[src/rtl/rv32i_pkg.sv]
// Shared RV32I core definitions: sequencer state encoding and default widths.
package rv32i_pkg;

    localparam int INSTRET_W_DEF = 32;

    typedef enum logic [2:0] {
        ST_IDLE   = 3'd0,
        ST_FETCH  = 3'd1,
        ST_DECODE = 3'd2,
        ST_EXEC   = 3'd3,
        ST_MEM    = 3'd4,
        ST_WB     = 3'd5,
        ST_TRAP   = 3'd6
    } seq_state_t;

endpackage

[src/rtl/multicycle_sequencer.sv]
// Multi-cycle RV32I instruction sequencer: steps fetch/decode/exec/mem/wb,
// arbitrates the shared memory port and counts retired instructions.
//
// state  | meaning
// -------+-----------------------------------------------------------
// IDLE   | parked, waiting for run
// FETCH  | instruction fetch on the shared memory port
// DECODE | control_unit decodes IR; illegal opcode traps
// EXEC   | ALU cycle; loads/stores continue to MEM
// MEM    | data access; a store retires on its accepting cycle
// WB     | register write-back, PC update, retire
// TRAP   | sticky illegal-instruction halt, left only by reset
module multicycle_sequencer
    import rv32i_pkg::*;
#(
    parameter int INSTRET_W = INSTRET_W_DEF
) (
    input  logic                 clk,
    input  logic                 rst_n,
    input  logic                 run,
    input  logic                 load,
    input  logic                 store,
    input  logic                 reg_write,
    input  logic                 illegal,
    input  logic                 mem_ready,
    output logic                 mem_req,
    output logic                 mem_we,
    output logic                 mem_fetch,
    output logic                 ir_en,
    output logic                 pc_en,
    output logic                 rf_we,
    output logic                 trap,
    output logic                 busy,
    output logic [2:0]           state,
    output logic [INSTRET_W-1:0] instret
);

    seq_state_t state_q;
    seq_state_t state_d;
    logic       retire;

    always_ff @(posedge clk) begin
        if (!rst_n) begin
            state_q <= ST_IDLE;
        end else begin
            state_q <= state_d;
        end
    end

    always_ff @(posedge clk) begin
        if (!rst_n) begin
            instret <= '0;
        end else if (retire) begin
            instret <= instret + INSTRET_W'(1);
        end
    end

    always_comb begin
        state_d   = state_q;
        mem_req   = 1'b0;
        mem_we    = 1'b0;
        mem_fetch = 1'b0;
        ir_en     = 1'b0;
        pc_en     = 1'b0;
        rf_we     = 1'b0;
        trap      = 1'b0;
        retire    = 1'b0;
        case (state_q)
            ST_IDLE: begin
                if (run) state_d = ST_FETCH;
            end
            ST_FETCH: begin
                mem_req   = 1'b1;
                mem_fetch = 1'b1;
                if (mem_ready) begin
                    ir_en   = 1'b1;
                    state_d = ST_DECODE;
                end
            end
            ST_DECODE: begin
                state_d = illegal ? ST_TRAP : ST_EXEC;
            end
            ST_EXEC: begin
                state_d = (load || store) ? ST_MEM : ST_WB;
            end
            ST_MEM: begin
                // load+store together behaves as a store: it retires here, no rd write
                mem_req = 1'b1;
                mem_we  = store;
                if (mem_ready) begin
                    if (store) begin
                        pc_en   = 1'b1;
                        retire  = 1'b1;
                        state_d = run ? ST_FETCH : ST_IDLE;
                    end else begin
                        state_d = ST_WB;
                    end
                end
            end
            ST_WB: begin
                rf_we   = reg_write;
                pc_en   = 1'b1;
                retire  = 1'b1;
                state_d = run ? ST_FETCH : ST_IDLE;
            end
            ST_TRAP: begin
                trap = 1'b1;
            end
            default: begin
                state_d = ST_IDLE;
            end
        endcase
    end

    assign busy  = (state_q != ST_IDLE) && (state_q != ST_TRAP);
    assign state = state_q;

endmodule

[config.mk]
export PLATFORM = sky130hd
export DESIGN_NAME = multicycle_sequencer
export DESIGN_NICKNAME = d
export VERILOG_FILES = /design/src/rtl/rv32i_pkg.sv /design/src/rtl/multicycle_sequencer.sv
export SDC_FILE = /design/constraint.sdc
export NUM_CORES = 1
export LEC_CHECK = 0
export CORE_ASPECT_RATIO = 0.7
export CORE_MARGIN = 2
export CORE_UTILIZATION = 52
export CTS_BUF_LIST = sky130_fd_sc_hd__clkbuf_4
export CTS_CLUSTER_SIZE = 28
export DETAILED_ROUTE_END_ITERATION = 16
export PLACE_DENSITY = 0.95
export SYNTH_ARGS = -nofsm -noshare
export SYNTH_HDL_FRONTEND = slang
export SYNTH_SLANG_ARGS = --single-unit
[constraint.sdc]
create_clock -name clk -period 4.67 [get_ports clk]
set_input_delay 1.1675 -clock clk [delete_from_list [all_inputs] [get_ports clk]]
set_output_delay 1.1675 -clock clk [all_outputs]
set_load 0.01 [all_outputs]
==> results.toml, run 1 <==
[clocking]
clk_path_buf_depth = 2
clkTransAtPathRegs_ns = 0.10
h-tree-depth = 2
cts-resized-gates = 0
clockRootBuffer = "clkbuf_4"
cts_sinks = 35
cts_setup_buffers = 0
cts_tree = "yes"
insertion_delay_ns = 0.32
cts_buffers = 5
holdBufCountCts = 0

[die]
ios = 51
die_w_um = 73.3
start_util_pct = 54.9
die_height_um = 52.5
dieArea_um2 = 3850
row_count = 17
core_area_um2 = 3190

[global_routing]
antenna_found_initial = 0
grt_pass1_vias = 1350
grt_usage_pct = 21.0
overflow = 0
grt_pass1_wl_um = 6270
grt_max_degree = 30

[power_and_ir_drop]
total_leakage_power_uw = 0.000686
ir_worst_vdd_uv = 156
powerDensity_nw_per_um2 = 221

[timing]
setup_viol = 0
fin_worst_skew_ns = 0.00678
rsz0062_at_grt = "false"
fin_tns_setup_ns = 0
final_max_slew_viol_count = 0
min_period_ns = 4.13
hold_viol_final = 0
fin_crit_sh_pct = 88.4
slew_headroom_pct = 41.4
fmax_mhz = 242
tightest_slew_ns = 0.877

[routing]
postRouteAntennaNets = 0
via_per_inst = 5.93
routed-via-count = 1750
routedWlPerCell_um = 13.4
finalWirelength_um = 3950
initialDrtViolationCount = 112
drc = 0
firstDrtPassIters = 4

[critical_path]
path_max_fanout = 10
r2r_cells = 4
cp_data_required_time_ns = 3.50
critPathKind = "in -> out"
crit_path_end_kind = "output pin"
arrival_ns = 2.96
cp-start-kind = "input pin"

[synth]
syn-num-nets = 221
yosys.area.top_type = "dfxtp_1"
synth_common_cells = "35 x dfxtp_1, 24 x a21oi_1, 17 x nor2_1"
netlist_area_um2 = 1750
yosysMostFrequentCell = "dfxtp_1"
postSynthAreaPerCell_um2 = 8.26
synthDistinctLibCells = 33
synth_seq_area_share_pct = 40.0
synth-seq-cells = 35
synth_cells = 212
synth_edf_count = 0
synth.area.top_cells = "dfxtp_1 40%, a21oi_1 6.9%, or4_1 5.1%"
yosysTopAreaCellShare_pct = 40.0
ys_async_sr_fraction_pct = 0
synth_flop_cell = "dfxtp_1"
yosys_warnings = 0

[placed_design]
gp_congestion = 0.785
dp_hpwl_um = 2770
io_buffers = 50

[layout]
antenna_cells = 0
drive_gt1_share_pct = 3.11
final_util_pct = 71.9
multi_input_area_um2 = 970
num-fill-cells = 251
register_area_um2 = 701
fin_nets = 265
area_delta_synth_final_pct = 31.0

[run]
maxCapViolations = 0

[worst_hold_path]
min_path_cells = 2
hp-class = "reg -> reg"

[run_status]
outcome = "completed"
## state kept, by name (all words and copies together) (netlist names)
name,cells
state,3
instret,32
## layer usage
layer / vias to the layer above / global-route usage, % / share of wire, %
met5: - / 0 / 0
met4: 0 / 5.45 / 0.73
met3: 4 / 5.38 / 6.7
met2: 56 / 32.4 / 44
met1: 806 / 29.3 / 48
li1: 884 / - / -
## power breakdown
part | leakage, uW | switching, uW | total [uW] | internal, uW
registers | 0.000282 | 5.84 | 306 | 300
logic | 0.000373 | 21.5 | 45.3 | 23.9
clock network | 0.0000307 | 94.8 | 156 | 61.6
total | 0.000686 | 122 | 508 | 386
## path summary, 6_finish.rpt
| kind | startpoint | end | slack (ns) |
|---|---|---|---|
| max | store | pc_en | 0.54 |
| min | instret[31] | instret[31] | 0.50 |
| max reg2reg | state[2] | instret[21] | 2.30 |
| min reg2reg | instret[31] | instret[31] | 0.50 |
## stage by stage
step                      setup WS (ns)  hold slack (ns)  total power [uW]  std cells  area [um^2]
final                             0.541            0.495               508        295         2290
after global routing              0.434            0.523               524        295         2290
after CTS                         0.537            0.492               509        295         2290
after detailed placement          0.536            0.468               358        287         2240
after global placement            0.587            0.472               358        287         2240
after floorplan                    1.72            0.486               335        212         1750
## placed cells by master (no fill, tap or decap), types with 2 or more instances in the layout
master,count
o21ai_0,12
and4_1,3
nand2b_1,5
or4_1,12
inv_1,6
clkinv_1,2
nor4_1,3
nor4b_1,2
xnor2_1,8
dfxtp_1,35
nand2_1,10
nand3_1,7
o31a_1,2
clkdlybuf4s50_1,50
or3_1,10
a21oi_1,24
o21a_1,4
o211ai_1,2
and3_1,3
o31ai_1,11
clkbuf_4,6
nor3b_1,3
nand4_1,9
nor3_1,2
mux2i_1,2
nor2_1,17
## cells by family (layout without fill, tap and decap cells)
logic type,Yosys count,count (layout),share of synthesized area (%)
AND/OR/NAND/NOR,90,90,30.0
AO/OA/AOI/OAI,57,57,19.6
flip-flops,35,35,40.0
buffers and inverters,19,64,4.57
XOR/XNOR,8,8,4.00
multiplexers,2,2,1.14
adder cells (fa/ha/maj),1,1,0.715
## worst max-delay path: stages
cell             delay [ns]
clkdlybuf4s50_1        0.55
a21oi_2                0.15
nor3b_1                0.45
clkdlybuf4s50_1        0.64
## layout make-up
type / count / area share, %
Clock inverter: 2 / 0.327
Sequential cell: 35 / 30.6
Clock buffer: 6 / 1.96
Multi-Input combinational cell: 158 / 42.3
Inverter: 6 / 0.982
Tap cell: 38 / 2.07
Timing Repair Buffer: 50 / 21.8
Power figures use the tool's default switching activity.
==> inputs of run 2 (changes only) <==
--- a/config.mk
+++ b/config.mk
@@ -5,7 +5,6 @@
 export SDC_FILE = /design/constraint.sdc
 export NUM_CORES = 1
 export LEC_CHECK = 0
-export CORE_ASPECT_RATIO = 0.7
 export CORE_MARGIN = 2
 export CORE_UTILIZATION = 52
 export CTS_BUF_LIST = sky130_fd_sc_hd__clkbuf_4
==> results.toml, run 2 (same netlist as run 1, synthesis figures left out) <==
[critical_path]
r2r_start = "instret[9]"
r2r_setup_slack_ns = 2.21
critPathKind = "in -> out"
slowest_delay_ns = 0.63
crit_slowest_cell = "clkdlybuf4s50_1"
r2r-end = "instret[26]"
path_cells = "clkdlybuf4s50_1, a21oi_2, nor3b_1, clkdlybuf4s50_1"
cp_data_required_time_ns = 3.50
r2r_cells = 4
arrival_ns = 2.94
crit_path_end_kind = "output pin"
path_max_fanout = 10
crit_top_cell = "clkdlybuf4s50_1"
cp-start-kind = "input pin"

[worst_hold_path]
whs_endpoint = "instret[31]"
hp-class = "reg -> reg"
min_path_cells = 2
hold_start = "instret[31]"

[timing]
final_max_slew_viol_count = 0
fin_worst_skew_ns = 0.0132
tightest_slew_ns = 0.921
slew_headroom_pct = 38.5
min_period_ns = 4.11
holdWs_ns = 0.476
hold_viol_final = 0
fin_tns_setup_ns = 0
fin_crit_sh_pct = 88.0
setup_viol = 0
fmax_mhz = 243
timing.final.ws_setup_ns = 0.562
rsz0062_at_grt = "false"

[routing]
routedWlPerCell_um = 13.3
firstDrtPassIters = 4
postRouteAntennaNets = 0
drc = 0
finalWirelength_um = 4040
via_per_inst = 5.86
initialDrtViolationCount = 139
routed-via-count = 1775

[run]
maxCapViolations = 0

[placed_design]
dp_slack_ns = 0.559
io_buffers = 50
dp_hpwl_um = 2700
numPlacedInstances = 295
gp_congestion = 0.775

[global_routing]
grt_usage_pct = 21.2
overflow = 0
grt_max_degree = 30
grt_pass1_wl_um = 6120
grt_pass1_vias = 1438
antenna_found_initial = 0

[layout]
mostFrequentLayoutCells = "50 x clkdlybuf4s50_1, 35 x dfxtp_1, 24 x a21oi_1, 17 x nor2_1"
antenna_cells = 0
area_delta_synth_final_pct = 31.6
register_area_um2 = 701
fin_nets = 265
multi_input_area_um2 = 970
largest_reg_flops = 32
drive_gt1_share_pct = 3.11
top_register = "instret"
final_util_pct = 70.1
num-fill-cells = 261
layout_commonest_cell = "clkdlybuf4s50_1"
layout.cells.non_filler = 303

[power_and_ir_drop]
power_frac_clock_pct = 31.3
p_int_uw = 386
switching_power_uw = 126
switching_share_pct = 24.6
seqPwrFrac_pct = 59.8
ir_worst_vdd_uv = 148
power.share.combinational_pct = 8.9
total_leakage_power_uw = 0.000686
powerDensity_nw_per_um2 = 222

[clocking]
cts_tree = "yes"
clk_path_buf_depth = 2
insertion_delay_ns = 0.34
h-tree-depth = 2
cts_setup_buffers = 0
cts-resized-gates = 0
clkTransAtPathRegs_ns = 0.10
clockRootBuffer = "clkbuf_4"
cts_buffers = 5
holdBufCountCts = 0
cts_sinks = 35

[die]
die_w_um = 62.0
ios = 51
start_util_pct = 53.3
row_count = 21
dieArea_um2 = 3850
core_area_um2 = 3280
die_height_um = 62.0

[run_status]
outcome = "completed"
## run 2: power groups by stage
stage / combinational (uW) / clock, uW / sequential (uW)
5_1_grt: 49.2 / 174 / 307
2_1_floorplan: 25.2 / 0 / 309
4_1_cts: 45.5 / 161 / 306
3_3_place_gp: 44.8 / 0 / 313
3_5_place_dp: 45.2 / 0 / 313
6_report: 45.3 / 160 / 306
## run 2: metal layers
layer | GRT usage [%] | part of all wire, %
met1 | 26.1 | 45
met2 | 35.0 | 47
met3 | 5.59 | 7.0
met4 | 8.81 | 1.4
met5 | 0 | 0
## run 2: metrics by stage
stage	total power (uW)	area (um^2)
after floorplan	335	1750
after global placement	358	2250
after detailed placement	358	2250
after CTS	512	2300
after global routing	530	2300
final	511	2300
## run 2: area by class of cell
cell class              instances  share of cell area, %
inverters                       6                  0.978
flip-flops and latches         35                   30.4
clock buffers                   6                   1.96
multi-input cells             158                   42.1
well taps                      46                   2.50
clock inverters                 2                  0.326
repair buffers                 50                   21.7
## run 2: how the worst max path moves through the flow
stage,start,end,slack [ns]
floorplan,mem_ready,pc_en,1.72
global placement,store,pc_en,0.61
detailed placement,store,pc_en,0.56
CTS,store,pc_en,0.56
global route,store,pc_en,0.46
finish,store,pc_en,0.56
## run 2: critical path: cells and delay by family
kind / cells / cell delay [ns]
buf+inv: 2 / 1.19
compound gates: 1 / 0.16
simple gates: 1 / 0.42
==> inputs of run 3 (changes only) <==
--- a/config.mk
+++ b/config.mk
@@ -5,7 +5,7 @@
 export SDC_FILE = /design/constraint.sdc
 export NUM_CORES = 1
 export LEC_CHECK = 0
-export CORE_MARGIN = 2
+export CORE_MARGIN = 8
 export CORE_UTILIZATION = 52
 export CTS_BUF_LIST = sky130_fd_sc_hd__clkbuf_4
 export CTS_CLUSTER_SIZE = 28
==> results.toml, run 3 (same netlist as run 1, synthesis figures left out) <==
[run_status]
outcome = "completed"

[clocking]
clkTransAtPathRegs_ns = 0.10
insertion_delay_ns = 0.34
cts_buffers = 5
cts-resized-gates = 0
clockRootBuffer = "clkbuf_4"
clk_path_buf_depth = 2
holdBufCountCts = 0
cts_setup_buffers = 0
cts_tree = "yes"
cts_sinks = 35
h-tree-depth = 2

[layout]
drive_gt1_share_pct = 3.89
antenna_cells = 0
mostFrequentLayoutCells = "50 x clkdlybuf4s50_1, 35 x dfxtp_1, 24 x a21oi_1, 17 x nor2_1"
num-fill-cells = 264
fin_nets = 265
register_area_um2 = 701
layout_commonest_cell = "clkdlybuf4s50_1"
area_delta_synth_final_pct = 31.9
largest_reg_flops = 32
multi_input_area_um2 = 970
top_register = "instret"

[critical_path]
crit_start = "store"
crit_path_end_kind = "output pin"
slowest_delay_ns = 0.64
r2r-end = "instret[23]"
critPathKind = "in -> out"
r2r_cells = 4
crit_slowest_cell = "clkdlybuf4s50_1"
crit_top_cell = "clkdlybuf4s50_1"
r2r_start = "instret[9]"
cpLargestDelayFamily = "buffers and inverters"
cp_data_required_time_ns = 3.50
path_depth = 4
crit_buf_inv = 2
r2r_setup_slack_ns = 2.23
path_cells = "clkdlybuf4s50_1, a21oi_2, nor3b_1, clkdlybuf4s50_1"
cp-start-kind = "input pin"
arrival_ns = 2.95
path_max_fanout = 10

[timing]
timing.final.ws_setup_ns = 0.550
min_period_ns = 4.12
fin_crit_sh_pct = 88.2
final_max_slew_viol_count = 0
fmax_mhz = 243
setup_viol = 0
fin_worst_skew_ns = 0.0103
slew_headroom_pct = 40.4
tightest_slew_ns = 0.893
fin_tns_setup_ns = 0
hold_viol_final = 0
rsz0062_at_grt = "false"

[power_and_ir_drop]
powerDensity_nw_per_um2 = 224
power.share.combinational_pct = 8.9
switching_share_pct = 23.9
switching_power_uw = 124
p_total_uw = 518
total_leakage_power_uw = 0.000691
ir_worst_vdd_uv = 157
p_int_uw = 394
power_frac_clock_pct = 32.0
seqPwrFrac_pct = 59.1

[routing]
finalWirelength_um = 4460
postRouteAntennaNets = 0
routedWlPerCell_um = 14.7
initialDrtViolationCount = 159
firstDrtPassIters = 5
via_per_inst = 5.76
routed-via-count = 1745
drc = 0

[placed_design]
io_buffers = 50
dp_slack_ns = 0.568
gp_congestion = 0.770
dp_hpwl_um = 3130

[worst_hold_path]
hold_start = "instret[31]"
hp-class = "reg -> reg"
whs_endpoint = "instret[31]"
min_path_cells = 2

[die]
ios = 51
die_w_um = 74.0
dieArea_um2 = 5480
die_height_um = 74.0
core_area_um2 = 3280
row_count = 21
start_util_pct = 53.3

[run]
maxCapViolations = 0

[global_routing]
grt_pass1_vias = 1686
grt_max_degree = 30
grt_usage_pct = 16.9
grt_pass1_wl_um = 7360
overflow = 0
antenna_found_initial = 0
-- run 3: cell types whose count changed in the layout (fill, tap and decap cells not counted), sizes merged --
cell | before | now
clkinv | 2 | 1
clkbuf | 6 | 7
-- run 3: stage by stage --
step,area (um^2),hold WS [ns],util (%),instances
2_1_floorplan,1750,0.486,-,212
3_3_place_gp,2250,0.454,68.5,295
3_5_place_dp,2250,0.473,68.5,295
4_1_cts,2310,0.488,70.3,303
5_1_grt,2310,0.513,70.3,303
6_report,2310,0.481,70.3,303
-- run 3: worst register-to-register path, cell delays in order (launching register included) --
cell	delay, ns
dfxtp_1	0.44
and4_1	0.31
nand4_1	0.70
or4_1	0.74
a21oi_1	0.16
-- run 3: layout make-up --
class                           instances  area share, %
Sequential cell                        35           30.4
Tap cell                               46           2.49
Inverter                                6          0.976
Clock buffer                            7           2.28
Clock inverter                          1          0.217
Multi-Input combinational cell        158           42.0
Timing Repair Buffer                   50           21.7
-- run 3: power by group through the flow --
stage	sequential [uW]	clock, uW	combinational, uW
after floorplan	309	0	25.2
after global placement	313	0	45.3
after detailed placement	313	0	46.1
after CTS	306	172	46.5
after global routing	307	185	50.4
final	306	166	46.1
-- run 3: how the worst max path moves through the flow --
stage | endpoint | slack, ns
CTS | pc_en | 0.55
global route | pc_en | 0.41
floorplan | pc_en | 1.72
global placement | pc_en | 0.60
finish | pc_en | 0.55
detailed placement | pc_en | 0.57
-- run 3: routing by layer --
layer | global-route usage (%) | part of all wire [%] | routed length (um)
met2 | 27.6 | 47 | 2080
met4 | 9.09 | 1.1 | 47
met5 | 0 | 0 | 0
met1 | 18.0 | 44 | 1950
met3 | 7.41 | 8.6 | 382
